## src/rtl/invsqrt_arbiter.sv

```systemverilog
// rtl/invsqrt_arbiter.sv - round-robin arbiter sharing one inverse-sqrt pipe across NUM_REQ lanes.
// Optional tag_err checker output is built when INVSQRT_ARB_TAG_CHECK_EN is defined.
module invsqrt_arbiter #(
  parameter int NUM_REQ  = 4,
  parameter int PIPE_LAT = 17
) (
  input  logic                   clk,
  input  logic                   rst,
  input  logic [NUM_REQ-1:0]     req_vld,
  input  logic [16*NUM_REQ-1:0]  req_x,
  output logic [NUM_REQ-1:0]     req_rdy,
  input  logic                   hold,
  output logic [15:0]            pipe_x,
  output logic                   pipe_x_vld,
  input  logic [15:0]            pipe_y,
  input  logic                   pipe_y_vld,
  output logic [NUM_REQ-1:0]     rsp_vld,
  output logic [15:0]            rsp_y,
  output logic                   busy,
`ifdef INVSQRT_ARB_TAG_CHECK_EN
  output logic                   drained,
  output logic                   tag_err
`else
  output logic                   drained
`endif
);

  localparam int IDW = (NUM_REQ > 1) ? $clog2(NUM_REQ) : 1;
  localparam int CW  = $clog2(PIPE_LAT + 2);

  logic [IDW-1:0]                rr_ptr_q, rr_ptr_d;
  logic [15:0]                   pipe_x_q;
  logic                          pipe_x_vld_q;
  logic [IDW-1:0]                pipe_id_q;
  logic [PIPE_LAT-1:0]           tag_vld_q;
  logic [PIPE_LAT-1:0][IDW-1:0]  tag_id_q;
  logic [CW-1:0]                 cnt_q, cnt_d;

  logic                          found;
  logic [IDW-1:0]                gnt_id;
  logic [15:0]                   gnt_x;
  int                            idx;
  logic                          tag_out_vld;
  logic [IDW-1:0]                tag_out_id;

  // Search starts at rr_ptr and wraps; first valid lane wins unless hold blocks all grants.
  always_comb begin
    req_rdy = '0;
    gnt_id  = '0;
    gnt_x   = '0;
    found   = 1'b0;
    idx     = 0;
    for (int off = 0; off < NUM_REQ; off++) begin
      idx = int'(rr_ptr_q) + off;
      if (idx >= NUM_REQ) idx = idx - NUM_REQ;
      if (!found && !hold && req_vld[idx]) begin
        found        = 1'b1;
        req_rdy[idx] = 1'b1;
        gnt_id       = IDW'(idx);
        gnt_x        = req_x[16*idx +: 16];
      end
    end
  end

  always_comb begin
    rr_ptr_d = rr_ptr_q;
    if (found) begin
      if (gnt_id == IDW'(NUM_REQ - 1)) rr_ptr_d = '0;
      else                             rr_ptr_d = gnt_id + 1'b1;
    end
  end

  // Spurious results at zero count saturate rather than wrap the counter.
  always_comb begin
    cnt_d = cnt_q;
    if (pipe_x_vld_q && !pipe_y_vld)                     cnt_d = cnt_q + 1'b1;
    else if (!pipe_x_vld_q && pipe_y_vld && cnt_q != '0) cnt_d = cnt_q - 1'b1;
  end

  always_ff @(posedge clk) begin
    if (rst) begin
      rr_ptr_q     <= '0;
      pipe_x_q     <= '0;
      pipe_x_vld_q <= 1'b0;
      pipe_id_q    <= '0;
      tag_vld_q    <= '0;
      tag_id_q     <= '0;
      cnt_q        <= '0;
    end else begin
      rr_ptr_q     <= rr_ptr_d;
      pipe_x_vld_q <= found;
      if (found) begin
        pipe_x_q  <= gnt_x;
        pipe_id_q <= gnt_id;
      end
      tag_vld_q[0] <= pipe_x_vld_q;
      tag_id_q[0]  <= pipe_id_q;
      for (int s = 1; s < PIPE_LAT; s++) begin
        tag_vld_q[s] <= tag_vld_q[s-1];
        tag_id_q[s]  <= tag_id_q[s-1];
      end
      cnt_q <= cnt_d;
    end
  end

  assign tag_out_vld = tag_vld_q[PIPE_LAT-1];
  assign tag_out_id  = tag_id_q[PIPE_LAT-1];

  // Results route straight from the pipe; a result with no valid tag is dropped.
  always_comb begin
    rsp_vld = '0;
    for (int i = 0; i < NUM_REQ; i++) begin
      rsp_vld[i] = pipe_y_vld && tag_out_vld && (tag_out_id == IDW'(i));
    end
  end

  assign rsp_y      = pipe_y;
  assign pipe_x     = pipe_x_q;
  assign pipe_x_vld = pipe_x_vld_q;
  assign busy       = (cnt_q != '0);
  assign drained    = hold && (cnt_q == '0) && !pipe_x_vld_q;

`ifdef INVSQRT_ARB_TAG_CHECK_EN
  logic tag_err_q;
  logic underflow;

  assign underflow = !pipe_x_vld_q && pipe_y_vld && (cnt_q == '0);

  always_ff @(posedge clk) begin
    if (rst)                                           tag_err_q <= 1'b0;
    else if ((pipe_y_vld != tag_out_vld) || underflow) tag_err_q <= 1'b1;
  end

  assign tag_err = tag_err_q;
`endif

endmodule

```

## config.mk

```make
export PLATFORM = sky130hd
export DESIGN_NAME = invsqrt_arbiter
export DESIGN_NICKNAME = d
export VERILOG_FILES = /design/src/rtl/invsqrt_arbiter.sv
export SDC_FILE = /design/constraint.sdc
export NUM_CORES = 1
export LEC_CHECK = 0
export CORE_MARGIN = 2
export CORE_UTILIZATION = 45
export DETAILED_ROUTE_END_ITERATION = 7
export GPL_ROUTABILITY_DRIVEN = 0
export PLACE_DENSITY = 0.77
export SYNTH_ARGS = -nofsm -noshare
export SYNTH_HDL_FRONTEND = slang
export SYNTH_SLANG_ARGS = --single-unit
```

## constraint.sdc

```tcl
create_clock -name clk -period 4.1 [get_ports clk]
set_clock_uncertainty 0.15 [all_clocks]
set_input_delay 0.82 -clock clk [delete_from_list [all_inputs] [get_ports clk]]
set_output_delay 0.82 -clock clk [all_outputs]
set_load 0.005 [all_outputs]
```

==> impl_metrics.tcl <==
set metrics [dict create \
    power_leakage_uw 0.00227 \
    seqCellArea_mm2 0.00155 \
    fillers 922 \
    antenna_found_initial 0 \
    setup_violations 0 \
    syn_inst 553 \
    yosys.area.top_type "dfxtp_1" \
    die_area_mm2 0.0122 \
    cp_data_arrival_time_ps 3020 \
    synth_top_flop_cell "dfxtp_1" \
    clk_path_buf_depth 2 \
    clkTransAtPathRegs_ps 60 \
    seqPwrFrac_pct 24.6 \
    max_freq_ghz 0.251 \
    grt.total_usage_pct 21.7 \
    die_h_um 110 \
    holdCritStartpoint "tag_vld_q[9]" \
    max_cap_viol_count 0 \
    whs_ps 286 \
    routed_wirelength_mm 13.5 \
    synthesis.nets 652 \
    crit_type "in2out" \
    areaGrowthSynthToFinish_pct 25.3 \
    async_flop_share_pct 0 \
    synth_cell_type_count 51 \
    wl_per_cell_um 17.6 \
    worstSetupStartpointType "input port" \
    p_total_uw 3820 \
    fin_setup_tns_ps 0 \
    insertedDiodeCount 0 \
    whs_path_depth 1 \
    fin_crit_ps 3990 \
    drtPass1Iterations 5 \
    crit_fanout 9 \
    grt-busiest-layer "met2" \
    antenna_left 0 \
    use_met3_pct 5.10 \
    hold_violations 0 \
    root_buffer "clkbuf_16" \
    synth_seq_cells 77 \
    initial_core_util_pct 46.6 \
    slew_headroom_pct 29.9 \
    hp-class "reg2reg" \
    final_cell_area_mm2 0.00639 \
    tritoncts "built" \
    internal-power_uw 2330 \
    drc 0 \
    synthesis.area_mm2 0.00510 \
    grtUsageMet2_pct 35.0 \
    critical_path.startpoint "req_vld[0]" \
    ys_seq_area_share_pct 30.2 \
    htree_levels 3 \
    outcome "complete, no violations" \
    power_frac_clock_pct 20.1 \
    std_cell_rows 38 \
    synth-edff-count 0 \
    coreArea_mm2 0.0109 \
    use_met1_pct 28.1 \
    worst_slew_pin_slew_ps 1050 \
    io_buffers 98 \
    crit_required_ps 3130 \
    r2r_cells 7 \
    vdd_drop_max_mv 0.301 \
    synth_area_leaders "dfxtp_1 (30%), mux4_2 (14%), mux2i_1 (9.6%), nor2b_1 (6.4%), nand2_1 (4.1%)" \
    switching_share_pct 39.1 \
    report.final.slew_viol_count 0 \
    vias 4672 \
    post-dp-hpwl_mm 9.24 \
    cts_buffers 9 \
    final_cells 767 \
    switchingPower_uw 1490 \
    yosysTopAreaCellShare_pct 30.2 \
    grt_max_degree 76 \
    min_period_over_period_pct 97.3 \
    drt_iter0_drc 298 \
    yosys_warnings 0 \
    numClockSinks 77 \
    rsz0062_at_grt "false" \
    grt_pass1_wl_mm 21.8 \
    fin_nets 721 \
    dp.cells 751 \
    p_comb_share_pct 55.3 \
    layout-drive-gt1-share_pct 13.2 \
    clkLatencyLatePin_ps 340 \
    grt_pass1_vias 4527 \
    vias_per_cell 6.09 \
    dpl-instance-area_mm2 0.00609 \
    ios 131 \
    power_density_mw_per_mm2 598 \
    multi_input_area_mm2 0.00323 \
    avgSynthCellArea_um2 9.22 \
    endpoint_kind "primary output" \
    grt-ovfl-total 0 \
    die_w_um 110 \
]
-- worst paths after layout --
check / end / slack (ps)
max: req_rdy[3] / 110
min reg2reg: tag_vld_q[10] / 290
min: tag_vld_q[10] / 290
max reg2reg: pipe_x[5] / 910
-- cell usage in the layout, fill, tap and decap left out, types with 2 or more instances in the layout --
cell type	count
a211o_1	4
a211oi_1	12
a21o_1	3
a21oi_1	23
a221oi_1	5
a22oi_1	14
a31oi_1	8
a32o_1	5
buf_4	19
clkbuf_16	9
clkbuf_8	2
clkdlybuf4s50_1	96
clkinv_1	2
dfxtp_1	76
ha_1	10
inv_1	2
mux2_2	7
mux2i_1	49
mux4_2	32
nand2_1	56
nand2b_1	3
nand3_1	5
nand4_1	2
nor2_1	25
nor2b_1	52
nor3_1	17
nor3b_1	2
o21ai_0	40
o22ai_1	2
o31ai_1	9
or2_2	3
xnor2_1	4
-- registers in the layout, summed over array words and instances (netlist names), named ones only --
register / count
tag_out_id: 2
pipe_x: 16
tag_id_q: 32
pipe_id_q: 2
rr_ptr_q: 1
tag_vld_q: 17
pipe_x_vld: 1
cnt_q: 5
-- synthesized netlist by cell type (all sizes together) (2+ instances only) --
cell	n
o22ai	2
nand2b	3
nor3	17
buf	38
mux2i	49
o21ai	42
a32o	5
mux4	32
a22oi	14
a21o	3
ha	10
clkbuf	22
clkinv	2
or2	3
nand2	56
a211o	4
nand4	2
xnor2	4
nand3	5
mux2	7
a21oi	23
nor3b	3
nor2	26
a211oi	12
a221oi	5
dfxtp	77
inv	2
nor2b	52
o31ai	9
a31oi	8
-- layout make-up --
cell class	instances	area share (%)
Clock inverter	4	0.470
Timing Repair Buffer	118	17.7
Tap cell	140	2.74
Inverter	4	0.235
Clock buffer	12	4.02
Sequential cell	77	24.2
Multi-Input combinational cell	412	50.6
-- power groups by stage --
stage	logic (uW)	registers [uW]	clock network [uW]
3_5_place_dp	2070	954	0
2_1_floorplan	1480	942	0
4_1_cts	2090	938	781
6_report	2110	939	769
5_1_grt	2300	951	812
3_3_place_gp	2010	952	0
-- layer usage --
metal  share of wire [%]  up-vias  wire [um]
li1                    -     2159          -
met1                  41     2189       5580
met2                  47      282       6300
met3                 8.9       42       1200
met4                 2.9        0        386
met5                   0        -          0
-- timing repair --
item                                    CTS  global route
setup buffers                             0             0
endpoints found under the setup margin    0             4
gates resized for setup                   0             4
hold buffers                              0             0
-- cells by family (layout without fill, tap and decap cells) --
group | Yosys count | after routing | synth area share (%)
buffers and inverters | 64 | 138 | 6.53
and+or+nand+nor | 173 | 173 | 17.0
DFF | 77 | 77 | 30.2
xor gates and xnor gates | 5 | 5 | 0.859
muxes | 88 | 88 | 25.3
AOI/OAI and AO/OA | 135 | 135 | 17.3
adders and majority gates | 11 | 11 | 2.85
-- per-stage QoR --
step	worst slack, ps	util, %
global placement	123	55.7
global route	39.1	58.4
finish	110	58.4
floorplan	51.8	-
CTS	18.9	58.3
detailed placement	22.4	55.7
-- critical path, stage by stage --
cell and delay [ps]:
clkdlybuf4s50_1 520, mux4_2 620, nor3b_4 300, a22oi_1 110
o21ai_0 110, clkdlybuf4s50_1 530
Note: power is estimated with default switching activity, not from simulation.
